--- src/rtl/joystick_merge_n.sv ---
// joystick_merge_n: synchronises two active-low joystick sources, merges them (press wins), debounces per bit, and can add autofire on fire1.
// Autofire is compiled in only when JOY_AUTOFIRE_EN is defined; with DEBOUNCE_TICKS=0 a src edge reaches joy_out after 3 clk.
module joystick_merge_n #(
    parameter int PORTS          = 4,
    parameter int BITS           = 6,
    parameter int DEBOUNCE_TICKS = 16,
    parameter int AUTOFIRE_TICKS = 50000,
    parameter int REVERSE_DIRS   = 1
) (
    input  logic                  clk,
    input  logic                  reset,
    input  logic                  ena_1mhz,
    input  logic [PORTS*BITS-1:0] src_a,
    input  logic [PORTS*BITS-1:0] src_b,
    input  logic [PORTS-1:0]      autofire_en,
    output logic [PORTS*BITS-1:0] joy_out,
    output logic [PORTS-1:0]      activity
);
    localparam int W = PORTS * BITS;

    logic [W-1:0] a_s1_q, a_s2_q, b_s1_q, b_s2_q;
    logic [W-1:0] raw;
    logic [W-1:0] deb_q, deb_d;
    logic [W-1:0] joy_q, joy_d;
    logic [PORTS-1:0] act_q, act_d;

    always_ff @(posedge clk) begin
        if (reset) begin
            a_s1_q <= '1;
            a_s2_q <= '1;
            b_s1_q <= '1;
            b_s2_q <= '1;
        end else begin
            a_s1_q <= src_a;
            a_s2_q <= a_s1_q;
            b_s1_q <= src_b;
            b_s2_q <= b_s1_q;
        end
    end

    // Reversal mirrors each axis: right<->left and down<->up.
    function automatic logic [W-1:0] reorder(input logic [W-1:0] v);
        logic [W-1:0] r;
        r = v;
        if (REVERSE_DIRS != 0) begin
            for (int p = 0; p < PORTS; p++) begin
                r[p*BITS+0] = v[p*BITS+1];
                r[p*BITS+1] = v[p*BITS+0];
                r[p*BITS+2] = v[p*BITS+3];
                r[p*BITS+3] = v[p*BITS+2];
            end
        end
        return r;
    endfunction

    assign raw = reorder(a_s2_q) & reorder(b_s2_q);

    generate
        if (DEBOUNCE_TICKS == 0) begin : g_nodeb
            assign deb_d = raw;
        end else begin : g_deb
            localparam int CW = $clog2(DEBOUNCE_TICKS + 1);
            localparam logic [CW-1:0] CMAX = CW'(DEBOUNCE_TICKS);
            logic [CW-1:0] cnt_q [W];
            logic [CW-1:0] cnt_d [W];

            always_comb begin
                deb_d = deb_q;
                for (int i = 0; i < W; i++) begin
                    cnt_d[i] = cnt_q[i];
                    if (raw[i] == deb_q[i]) begin
                        cnt_d[i] = '0;
                    end else if (ena_1mhz) begin
                        // The tick that brings the count to DEBOUNCE_TICKS commits the bit.
                        if (cnt_q[i] >= CMAX - 1'b1) begin
                            deb_d[i] = raw[i];
                            cnt_d[i] = '0;
                        end else begin
                            cnt_d[i] = cnt_q[i] + 1'b1;
                        end
                    end
                end
            end

            always_ff @(posedge clk) begin
                for (int i = 0; i < W; i++) begin
                    if (reset) cnt_q[i] <= '0;
                    else       cnt_q[i] <= cnt_d[i];
                end
            end
        end
    endgenerate

`ifdef JOY_AUTOFIRE_EN
    localparam logic [15:0] AF_LAST = 16'(AUTOFIRE_TICKS - 1);
    logic [15:0] af_q, af_d;
    logic        phase_q, phase_d;

    always_comb begin
        af_d    = af_q;
        phase_d = phase_q;
        if (ena_1mhz) begin
            if (af_q == AF_LAST) begin
                af_d    = '0;
                phase_d = ~phase_q;
            end else begin
                af_d = af_q + 16'd1;
            end
        end
    end

    always_ff @(posedge clk) begin
        if (reset) begin
            af_q    <= '0;
            phase_q <= 1'b0;
        end else begin
            af_q    <= af_d;
            phase_q <= phase_d;
        end
    end
`else
    logic unused_af;
    assign unused_af = ^{autofire_en, ena_1mhz, 16'(AUTOFIRE_TICKS)};
`endif

    // Output is computed from next-state so joy_out stays registered without adding a stage.
    always_comb begin
        joy_d = deb_d;
        act_d = '0;
        for (int p = 0; p < PORTS; p++) begin
            act_d[p] = |(deb_d[p*BITS +: BITS] ^ deb_q[p*BITS +: BITS]);
`ifdef JOY_AUTOFIRE_EN
            if (autofire_en[p] && !deb_d[p*BITS+4]) joy_d[p*BITS+4] = phase_d;
`endif
        end
    end

    always_ff @(posedge clk) begin
        if (reset) begin
            deb_q <= '1;
            joy_q <= '1;
            act_q <= '0;
        end else begin
            deb_q <= deb_d;
            joy_q <= joy_d;
            act_q <= act_d;
        end
    end

    assign joy_out  = joy_q;
    assign activity = act_q;
endmodule

--- config.mk ---
export PLATFORM = sky130hd
export DESIGN_NAME = joystick_merge_n
export DESIGN_NICKNAME = d
export VERILOG_FILES = /design/src/rtl/joystick_merge_n.sv
export SDC_FILE = /design/constraint.sdc
export NUM_CORES = 1
export LEC_CHECK = 0
export ABC_AREA = 0
export BUFFER_PORTS_ARGS = -buffer_cell sky130_fd_sc_hd__buf_4
export CORE_MARGIN = 1.5
export CORE_UTILIZATION = 52
export CTS_BUF_LIST = sky130_fd_sc_hd__clkbuf_8 sky130_fd_sc_hd__clkbuf_16
export CTS_CLUSTER_DIAMETER = 150
export DETAILED_ROUTE_END_ITERATION = 8
export HOLD_SLACK_MARGIN = 0.02
export PLACE_DENSITY_LB_ADDON = 0.25
export SETUP_SLACK_MARGIN = 0.5
export SLEW_MARGIN = 40
export SYNTH_ARGS = -nofsm -noshare
export SYNTH_HDL_FRONTEND = slang
export SYNTH_SLANG_ARGS = --single-unit
--- constraint.sdc ---
create_clock -name clk -period 2.99 [get_ports clk]
set_input_delay 0.1495 -clock clk [delete_from_list [all_inputs] [get_ports clk]]
set_output_delay 0.1495 -clock clk [all_outputs]
set_load 0.1 [all_outputs]
* Yosys cells after proc, flatten, opt, wreduce, memory -nomap -nowiden
Memories as Yosys holds them, arrays and structs flattened.
Cells that the tools add are included.
** Storage, ports and cells
- Flip-flop bits (word level) :: 124
- Bits in writable memories :: 120
- Memories kept :: 1
** Cells by class
- $add $sub $neg :: 24
- Magnitude comparators :: 24
- Equal/unequal tests :: 24
- Mux-type cells :: 171
- Bitwise logic cells :: 29
- Reductions and logical operators :: 4
** Memory list
- g_deb.cnt_q :: words 24, width 5, rd ports 24, clocked after Yosys merged registers in 0, write ports 24, RTL line 64 : logic [CW-1:0] cnt_q [W];
** Operator list (number)
- $mux W5 :: 96
- $add A5 B1 Y5 const B :: 24
- $ge A5 B4 Y1 const B :: 24
- $mux W1 :: 75
- $and A24 B24 Y24 :: 1
- $eq A1 B1 Y1 :: 24
- $or A1 B1 Y1 :: 24
- $reduce_or A6 Y1 :: 4
- $xor A6 B6 Y6 :: 4

* Logic depth before layout (Yosys ltp)
- Depth in word-level cells :: 6
- Gate-level depth with buffers :: 7

* Least setup slack after synthesis
No wires, ideal clock.
- Path type :: reg-to-reg
- From :: reg, netlist name joy_out[18]
- To :: mem g_deb.cnt_q[2][14] in the netlist's numbering
- Setup time :: 86 ps
- Arrival time :: 1861 ps
- Slack :: 1043 ps
- Stages on the path, launching flop included :: 4
- Period minus slack after synthesis :: 1947 ps
- Path through :: dfxtp_1 -> xnor2_1 -> or3b_2 -> a211oi_1
** RTL lines (RTL line)
- end, declared :: 64

==> results.md <==
- Status: finished clean
- Die H: 140.1 um
- Layout area overhead: 21.55%
- Synth async-reset ratio: 0%
- Worst skew pair latency: 510 ps
- Worst Hold Launch: ena_1mhz
- Stages on worst setup path: 7
- # hold bufs at CTS: 48
- Most frequent cells in the layout: dfxtp_1, nor2_1, or2_2
- DP Worst Slack: 970.1 ps
- R2R Path Start: g_deb.cnt_q[2][20]$_SDFFE_PP0P_
- Crit path max fanout: 5
- Initial Utilization: 53.66%
- Fin crit share: 67.62%
- WP buf/inv: 0
- Peak VDD IR: 0.4731 mV
- Setup ws final: 968.2 ps
- Syn nets: 1080
- Die area: 19620 um2
- Row cnt: 49
- # setup viols final: 0
- Vias in the first global route: 6492
- Critical Path Sink: g_deb.cnt_q[2][24]$_SDFFE_PP0P_
- CP most frequent cell: ha_1
- Routed Antenna Nets: 0
- Overflow after GRT: 0
- CP Cell Sequence: ha_1, and3_1, ha_1, nor2_1, a21boi_1, or3b_2, a211oi_1
- Fin Setup TNS: 0 ps
- Cell Area, Placed: 10570 um2
- Power Density: 585.2 nW/um2
- Cell family with most CP delay: simple AND/OR/NAND/NOR gates
- Core Region: 18210 um2
- Num CTS Buffers: 25
- Root Buffer Master: clkbuf_16
- #FFs+latches synth: 244
- Worst-Margin Slew: 573.5 ps
- Most common cell after layout, fill and taps aside: dfxtp_1
- Hold Crit Class: input port to register
- Tot Pwr: 0.006950 W
- Synth unique cells: 42
- PortBufs: 78
- Post-route cell area: 11880 um2
- Cells on worst reg2reg path: 7
- Setup bufs post-CTS: 0
- P_leak: 4.786 nW
- FF-to-FF setup slack: 970 ps
- Layout Nets: 1209
- Beginning of the critical path: g_deb.cnt_q[2][20]$_SDFFE_PP0P_
- Sequential element share of the synthesized area: 49.99%
- Cts repair resizes: 0
- R2r endpoint: g_deb.cnt_q[2][24]$_SDFFE_PP0P_
- Worst path max stage delay: 530 ps
- Clock Skews: 7.455 ps
- GRT Util Overall: 18.84%
- Max Cap Viol: 0
- Vias per inst: 5.045
- Ys Warns: 0
- RD Place Congestion: 0.7851
- Largest net degree at the start of global routing: 57
- Avg WL per Cell: 13.53 um
- Crit start category: register
- CP max-delay cell: or3b_2
- Via Count: 6821
- H-tree lvl count: 1
- Initial antenna violation count: 0
- Synth Flop Type: dfxtp_1
- Clk buf depth: 3
- CTS clk-pin slew, worst paths: 60 ps
- Detailed Route Iter0 Violations: 395
- Die width: 140.1 um
- CTS sink count: 244
- Post-synth EDFFs: 0
- Critical path arrival: 2450 ps
- Syn_area_per_cell: 10.00 um2
- DP HPWL: 12020 um
- Fin. Hold Viols: 0
- Post-Syn Instances: 977
- I/O pins: 83
- First-pass GRT wire length: 30660 um
- Max-slew violation count: 0
- Upper clock frequency limit: 0.4946 GHz
- Ant. Diodes: 0
- TritonCTS clock tree: done
- Fin util: 65.22%
- Share of layout cells above drive strength 1: 21.82%
- DRT Wirelength: 18290 um
- DRC: 0
- Netlist Area Pre-Place: 9771 um2
- Critical path class: register to register
- Drt pass-1 iters: 5
- Slew HR: 61.76%
- Worst EP required: 3410 ps
- Crit. End Element: register
- Min Clock Period, post-route: 2022 ps
- RSZ-0062 raised after global routing: false
==> area by class of cell <==
type,instances,area [um2]
fill,1423,6332
tap,229,286.5
multi-input combinational,675,4619
timing repair buffer,136,1170
sequential,244,4885
inverter,24,90.09
clock buffer,32,721.9
clock inverter,12,103.9
==> cells by family (layout without fill, tap and decap cells) <==
| logic type | Yosys count | in the layout | share of synthesized area (%) |
|---|---|---|---|
| DFF | 244 | 244 | 49.99 |
| xor gates and xnor gates | 80 | 80 | 7.171 |
| buffers and inverters | 58 | 204 | 2.728 |
| AOI/OAI and AO/OA | 104 | 104 | 9.054 |
| and+or+nand+nor | 416 | 416 | 22.14 |
| adders and majority gates | 48 | 48 | 6.147 |
| muxes | 27 | 27 | 2.766 |
==> state kept, by name (all words and copies together), names as in the netlist <==
name / flops
activity: 4
b_s1_q: 24
a_s1_q: 24
b_s2_q: 24
g_deb.cnt_q: 120
joy_out: 24
a_s2_q: 24
==> metrics by stage <==
step	cells	hold WS (ps)
floorplan	977	253.3
global placement	1260	334.2
detailed placement	1260	335.6
CTS	1352	94.75
global route	1352	122.3
finish	1352	109.9
==> worst min path at each step <==
| stage | slack [ps] | cells after the start | to |
|---|---|---|---|
| after floorplan | 250 | 1 | a_s1_q[0]$_SDFF_PP1_ |
| after global placement | 330 | 2 | a_s1_q[20]$_SDFF_PP1_ |
| after detailed placement | 340 | 2 | b_s1_q[3]$_SDFF_PP1_ |
| after CTS | 90 | 3 | g_deb.cnt_q[1][4]$_SDFFE_PP0P_ |
| after global routing | 120 | 3 | g_deb.cnt_q[1][4]$_SDFFE_PP0P_ |
| final | 110 | 3 | g_deb.cnt_q[2][24]$_SDFFE_PP0P_ |
==> power by group <==
| part | leakage, nW | total [W] | internal, W | switching (W) |
|---|---|---|---|---|
| logic | 2.36 | 0.000486 | 0.000242 | 0.000244 |
| registers | 1.99 | 0.00339 | 0.00334 | 0.0000531 |
| clock network | 0.433 | 0.00307 | 0.00186 | 0.00121 |
==> cell usage after synthesis, drive strengths merged, types with 22 or more instances <==
cell type	n	area share [%]
dfxtp	244	50
xnor2	32	2.9
nor2	142	5.5
and3	24	1.6
or2	96	6.1
nand4	30	1.9
a311o	24	2.5
nand2	59	2.3
a211oi	24	2.0
a21boi	22	1.7
inv	24	0.92
nor2b	25	1.6
xor2	48	4.3
ha	48	6.1
mux2i	27	2.8
==> routing by layer <==
metal / wire length (um) / GRT usage (%)
met1: 9424 / 27.05
met2: 7800 / 29.17
met3: 775 / 3.521
met4: 287 / 5.097
met5: 0 / 0
==> worst min-delay path: cells and delay by family <==
family / cells / cell delay, ps
compound gates: 1 / 40
simple gates: 1 / 150
buf+inv: 1 / 200
No activity file was read; power rests on OpenSTA's default activity.
